$ cat src/rtl/sim_mem_trace_lane_queue.sv
// Per-lane decoupling queue between the trace reader and the per-lane memory
// request ports. Each accepted bundle is split into independent lane FIFOs,
// each lane replays its head entry (optionally held back until the replay
// cycle reaches the entry's stamp), and a sticky "finished" flag reports that
// the trace is exhausted and every lane has drained.
module sim_mem_trace_lane_queue #(
    parameter int NUM_LANES     = 4,
    parameter int DEPTH         = 4,
    parameter int ADDR_WIDTH    = 64,
    parameter int DATA_WIDTH    = 64,
    parameter int LOGSIZE_WIDTH = 8,
    parameter int GATE_BY_CYCLE = 1
) (
    input  logic                                       clock,
    input  logic                                       reset,
    output logic [63:0]                                trace_read_cycle,
    input  logic                                       in_valid,
    output logic                                       in_ready,
    input  logic [63:0]                                in_cycle,
    input  logic [NUM_LANES-1:0]                       in_lane_valid,
    input  logic [ADDR_WIDTH*NUM_LANES-1:0]            in_address,
    input  logic [NUM_LANES-1:0]                       in_is_store,
    input  logic [LOGSIZE_WIDTH*NUM_LANES-1:0]         in_size,
    input  logic [DATA_WIDTH*NUM_LANES-1:0]            in_data,
    input  logic                                       in_finished,
    output logic [NUM_LANES-1:0]                       out_valid,
    input  logic [NUM_LANES-1:0]                       out_ready,
    output logic [ADDR_WIDTH*NUM_LANES-1:0]            out_address,
    output logic [NUM_LANES-1:0]                       out_is_store,
    output logic [LOGSIZE_WIDTH*NUM_LANES-1:0]         out_size,
    output logic [DATA_WIDTH*NUM_LANES-1:0]            out_data,
    output logic [NUM_LANES*($clog2(DEPTH)+1)-1:0]     lane_count,
    output logic [31:0]                                req_count,
    output logic                                       finished
);

    localparam int PW = $clog2(DEPTH);
    localparam int CW = PW + 1;

    logic [63:0]          cycle_reg;
    logic [31:0]          req_count_reg;
    logic [31:0]          issued;
    logic                 latch_reg;
    logic                 finished_reg;
    logic [NUM_LANES-1:0] full;
    logic [NUM_LANES-1:0] empty;
    logic [NUM_LANES-1:0] fire;
    logic                 accept;

    // A full lane blocks the whole bundle, whether or not that lane is used,
    // so in_ready only ever looks at registered occupancy.
    assign in_ready = reset & ~(|full);
    assign accept   = in_valid & in_ready;

    generate
        for (genvar gi = 0; gi < NUM_LANES; gi++) begin : g_lane
            logic [ADDR_WIDTH-1:0]    addr_mem  [DEPTH];
            logic                     store_mem [DEPTH];
            logic [LOGSIZE_WIDTH-1:0] size_mem  [DEPTH];
            logic [DATA_WIDTH-1:0]    data_mem  [DEPTH];
            logic [63:0]              stamp_mem [DEPTH];
            logic [PW-1:0]            wr_ptr_reg;
            logic [PW-1:0]            rd_ptr_reg;
            logic [CW-1:0]            count_reg;
            logic                     enq;
            logic                     gate_ok;

            assign full[gi]  = (count_reg == CW'(DEPTH));
            assign empty[gi] = (count_reg == '0);
            assign enq       = accept & in_lane_valid[gi];
            assign gate_ok   = (GATE_BY_CYCLE == 0) || (cycle_reg >= stamp_mem[rd_ptr_reg]);
            assign out_valid[gi] = reset & ~empty[gi] & gate_ok;
            assign fire[gi]      = out_valid[gi] & out_ready[gi];

            assign out_address[gi*ADDR_WIDTH +: ADDR_WIDTH]       = addr_mem[rd_ptr_reg];
            assign out_is_store[gi]                               = store_mem[rd_ptr_reg];
            assign out_size[gi*LOGSIZE_WIDTH +: LOGSIZE_WIDTH]    = size_mem[rd_ptr_reg];
            assign out_data[gi*DATA_WIDTH +: DATA_WIDTH]          = data_mem[rd_ptr_reg];
            assign lane_count[gi*CW +: CW]                        = count_reg;

            // Entry storage: written at the tail, no reset needed since the
            // occupancy counter decides what is valid.
            always_ff @(posedge clock) begin
                if (enq) begin
                    addr_mem[wr_ptr_reg]  <= in_address[gi*ADDR_WIDTH +: ADDR_WIDTH];
                    store_mem[wr_ptr_reg] <= in_is_store[gi];
                    size_mem[wr_ptr_reg]  <= in_size[gi*LOGSIZE_WIDTH +: LOGSIZE_WIDTH];
                    data_mem[wr_ptr_reg]  <= in_data[gi*DATA_WIDTH +: DATA_WIDTH];
                    stamp_mem[wr_ptr_reg] <= in_cycle;
                end
            end

            // Pointers wrap naturally; the counter separates full from empty.
            always_ff @(posedge clock) begin
                if (!reset) begin
                    wr_ptr_reg <= '0;
                    rd_ptr_reg <= '0;
                    count_reg  <= '0;
                end else begin
                    if (enq)  wr_ptr_reg <= wr_ptr_reg + 1'b1;
                    if (fire[gi]) rd_ptr_reg <= rd_ptr_reg + 1'b1;
                    case ({enq, fire[gi]})
                        2'b10:   count_reg <= count_reg + 1'b1;
                        2'b01:   count_reg <= count_reg - 1'b1;
                        default: count_reg <= count_reg;
                    endcase
                end
            end
        end
    endgenerate

    // Number of lane requests consumed this cycle.
    always_comb begin
        issued = '0;
        for (int i = 0; i < NUM_LANES; i++) begin
            issued = issued + 32'(fire[i]);
        end
    end

    // Replay cycle counter and issued-request counter.
    always_ff @(posedge clock) begin
        if (!reset) begin
            cycle_reg     <= '0;
            req_count_reg <= '0;
        end else begin
            cycle_reg     <= cycle_reg + 64'd1;
            req_count_reg <= req_count_reg + issued;
        end
    end

    // Sticky end-of-trace latch and drained indication; a bundle accepted in
    // the same cycle keeps finished low because it refills a lane.
    always_ff @(posedge clock) begin
        if (!reset) begin
            latch_reg    <= 1'b0;
            finished_reg <= 1'b0;
        end else begin
            if (in_finished) latch_reg <= 1'b1;
            if ((latch_reg | in_finished) & (&empty) & ~accept) finished_reg <= 1'b1;
        end
    end

    assign trace_read_cycle = cycle_reg;
    assign req_count        = req_count_reg;
    assign finished         = finished_reg;

endmodule

$ cat config.mk
export PLATFORM = sky130hd
export DESIGN_NAME = sim_mem_trace_lane_queue
export DESIGN_NICKNAME = d
export VERILOG_FILES = /design/src/rtl/sim_mem_trace_lane_queue.sv
export SDC_FILE = /design/constraint.sdc
export NUM_CORES = 2
export LEC_CHECK = 0
export BUFFER_PORTS_ARGS = -buffer_cell sky130_fd_sc_hd__buf_2
export CAP_MARGIN = 20
export CORE_UTILIZATION = 40
export CTS_BUF_LIST = sky130_fd_sc_hd__clkbuf_8 sky130_fd_sc_hd__clkbuf_16
export DETAILED_ROUTE_END_ITERATION = 12
export MAX_ROUTING_LAYER = met4
export PLACE_DENSITY_LB_ADDON = 0.2
export SYNTH_ARGS = -nofsm -noshare
export SYNTH_HDL_FRONTEND = slang
export SYNTH_SLANG_ARGS = --single-unit
$ cat constraint.sdc
create_clock -name clock -period 7.6 [get_ports clock]
set_input_delay 1.9 -clock clock [delete_from_list [all_inputs] [get_ports clock]]
set_output_delay 1.9 -clock clock [all_outputs]
set_load 0.02 [all_outputs]
==> metrics.md <==
| Metric | Value |
|---|---|
| Port buffer count | `around 1300` |
| Chip Width | `568 um` |
| Vias per cell | `roughly 5.3` |
| P_sw | `8.03 mW` |
| Pre-antenna DRT Iters | `5` |
| Via count | `approximately 63000` |
| Sequential fraction of the synthesis area | `77.5%` |
| Dpl hpwl | `roughly 220000 um` |
| Dpl cell area | `approximately 0.14 sq mm` |
| CTS Hold Buffers Added | `0` |
| Chip height | `568 um` |
| Die area | `0.322 sq mm` |
| Sequential share of power | `52.3%` |
| Worst hold path cell count | `2` |
| Core area | `0.318 sq mm` |
| Hold Vio Cnt, Final | `0` |
| H-tree levels | `5` |
| Reg2reg setup slack | `0.93 ns` |
| CTS tree | `built` |
| Layout fillers | `between 20000 and 30000` |
| Most used cell, CP | `buf_4` |
| CTS Sinks | `3350` |
| First-pass GRT wire length | `between 400000 and 500000 um` |
| Initial core utilization | `40.2%` |
| Slew margin rel. | `24.9%` |
| Unrepaired setup endpoints after global routing | `false` |
| Largest registers | `g_lane.addr_mem: 1024 flops, g_lane.data_mem: 1024 flops, g_lane.stamp_mem: 1024 flops` |
| Worst Min Path Start | `g_lane[3].rd_ptr_reg[1]` |
| Post-CTS Resized | `3` |
| Mapped Cells | `5789` |
| Worst-path clk slew | `around 0.060 ns` |
| Setup crit start kind | `flip-flop` |
| Mapped Area | `0.128 sq mm` |
| Initial DRC count | `about 4600` |
| # rows | `between 200 and 250` |
| Final setup fails | `0` |
| Combinational Power Share | `2.6%` |
| Total GRT Usage | `20.9%` |
| Routed len/inst | `27.7 um` |
| Post-synth ARST share | `0%` |
| Clk pwr share | `a little under half` |
| Final instance area | `0.153 sq mm` |
| Buf/Inv on CP | `4` |
| P_int | `31.1 mW` |
| Tcrit/Tclk final | `96.1%` |
| Clk root buf | `clkbuf_16` |
| WL final | `331000 um` |
| TritonCTS Buffers | `364` |
| Worst-skew pair later-pin latency | `0.94 ns` |
| WP data required | `5.70 ns` |
| CP Max Fanout | `15` |
| Critical path cell sequence | `buf_4 > mux4_2 > inv_1 > ha_1 > nand4_1 > or4_1 > a2111oi_4 > o21ai_1 > a31oi_1 > buf_4 > buf_2` |
| Max VDD drop | `0.207 mV` |
| Synth Net Count | `6698` |
| GP Congestion | `0.816` |
| Largest net degree at the start of global routing | `98` |
| Final routed DRC violation total | `0` |
| Multi-input logic area | `0.0269 sq mm` |
| Run status | `finished, final reports clean` |
| Register bit total from synthesis | `3350` |
| Vias in the first global route | `65000` |
| Switching portion of total power | `20.5%` |
| Worst r2r path cells | `24` |
| Power Dens Cells | `256 mW/mm^2` |
| Critical Path AT | `5.40 ns` |
| Critical Path Sink Type | `output pin` |
| CP delay by family, top | `compound AO/OA/AOI/OAI gates` |
| CP peak stage delay | `around 0.74 ns` |
| Max-cap violations | `0` |
| FF-to-FF End | `req_count[30]` |
| I/O Pins | `1286` |
| Setup TNS | `0 ns` |
| Slowest CP cell | `or4_1` |
| Crit Path Class | `flip-flop to output pin` |
| Share of cells above drive strength 1 | `between 30% and 40%` |
| Grt total ovfl | `0` |
| Post-synth EDFFs | `3216` |
| Initial antenna violation count | `146` |
| Min-Delay Path Class | `flip-flop to flip-flop` |
| Nets | `just over 8000` |
| Final Critical Period | `7.30 ns` |
| Leak | `around 52 nW` |
| Yosys cell types | `64` |
| Register area | `0.0993 sq mm` |
| Skew final | `0.0776 ns` |
| Worst-margin pin slew | `1.12 ns` |
| Yosys warning total | `0` |
| Fmax | `137 MHz` |
| Postcts setup bufs | `0` |
| Area growth syn-to-layout | `19.5%` |
| Syn avg cell area | `22.1 sq um` |
| Predominant post-synthesis flop cell | `edfxtp_1` |
| CTS Buffer Depth | `4` |
| Max-slew violations | `0` |
| Post-route antenna net violation count | `0` |
worst min-delay path, cell delays in order, from the launching register on:
cell,delay [ns]
dfxtp_1,0.31
nand2_1,0.05
mux2i_1,0.09
placed cells by master (no fill, tap or decap), types with 11 or more instances in the layout:
cell / synthesis / routed
edfxtp_1: 3216 / 3216
buf_2: 76 / 1285
mux4_2: 804 / 804
clkbuf_16: 0 / 368
inv_1: 296 / 367
ha_1: 278 / 278
nor2_1: 135 / 135
dfxtp_1: 134 / 126
diode_2: 0 / 106
a21oi_1: 104 / 104
buf_4: 0 / 102
nand2_1: 100 / 100
nand4_1: 71 / 71
clkinv_1: 0 / 64
clkinv_2: 0 / 64
xor2_1: 61 / 61
o21ai_0: 52 / 51
a21o_1: 51 / 51
nand3_1: 49 / 49
buf_12: 0 / 42
bufinv_16: 0 / 41
xnor2_1: 31 / 31
or3_1: 24 / 24
nor3_1: 20 / 20
and2_1: 19 / 19
and3_4: 0 / 16
and4_1: 13 / 13
clkinvlp_4: 0 / 13
a221oi_1: 11 / 11
clkinv_16: 0 / 11
inv_6: 0 / 11
Yosys cell counts (19+ instances only):
master / count / area share (%)
edfxtp_1: 3216 / 75
mux4_2: 804 / 14
inv_1: 296 / 0.87
ha_1: 278 / 2.7
nor2_1: 135 / 0.40
dfxtp_1: 134 / 2.1
clkbuf_1: 113 / 0.33
a21oi_1: 104 / 0.41
nand2_1: 100 / 0.29
buf_2: 76 / 0.30
nand4_1: 71 / 0.35
xor2_1: 61 / 0.42
o21ai_0: 52 / 0.20
a21o_1: 51 / 0.30
nand3_1: 49 / 0.19
xnor2_1: 31 / 0.21
and3_1: 26 / 0.13
or3_1: 24 / 0.12
nor3_1: 20 / 0.078
and2_1: 19 / 0.093
layer usage:
layer	vias to the layer above	track usage [%]	share of wire [%]
li1	27300	-	-
met1	33100	25.1	39
met2	2023	33.5	49
met3	544	7.10	9.2
met4	0	5.91	2.9
met5	-	-	0
worst max path at each step:
stage | depth (start not counted) | slack [ns] | start | to
final | 11 | 0.30 | flip-flop | out_valid[3]
after global routing | 11 | 0.06 | flip-flop | out_valid[3]
after CTS | 11 | 0.06 | flip-flop | out_valid[3]
after detailed placement | 20 | 0.70 | flip-flop | req_count[30]
after global placement | 20 | 0.66 | flip-flop | req_count[30]
after floorplan | 4 | -0.23 | reset | g_lane[3].addr_mem[1][0]
metrics by stage:
step           power (mW)  hold slack, ns  setup slack (ns)  utilization, %  cells
4_1_cts              39.6           0.460            0.0624            48.0  11900
3_3_place_gp         21.9           0.452             0.663            44.2  11200
2_1_floorplan        21.3           0.448            -0.231               -   5789
5_1_grt              40.3           0.480            0.0628            48.1  12000
3_5_place_dp         21.9           0.469             0.702            44.2  11200
6_report             39.2           0.460             0.296            48.1  12000
power groups by stage:
stage               Clock [mW]  Sequential, mW  Combinational, mW
floorplan                    0            20.9              0.402
global placement             0            20.9               1.00
detailed placement           0            20.9               1.04
CTS                       18.1            20.5               1.04
global route              18.7            20.5               1.11
finish                    17.6            20.5               1.03
final cells by class:
class / count / area share, %
Antenna cell: 106 / 0.173
Timing Repair Buffer: 1431 / 5.29
Tap cell: 4180 / 3.42
Multi-Input combinational cell: 1946 / 17.6
Clock buffer: 378 / 6.11
Clock inverter: 288 / 1.80
Inverter: 296 / 0.728
Sequential cell: 3350 / 64.9
cells by family (layout without fill, tap and decap cells):
logic type	count (synthesis)	after routing	share of synthesized area [%]
AO/OA/AOI/OAI	264	264	1.30
XOR/XNOR	92	92	0.629
adder cells (fa/ha/maj)	285	285	2.83
buffers and inverters	493	2393	1.54
flip-flops	3350	3350	77.5
multiplexers	814	814	14.2
other	0	106	0
AND/OR/NAND/NOR	491	491	1.94
Power figures use the tool's default switching activity.
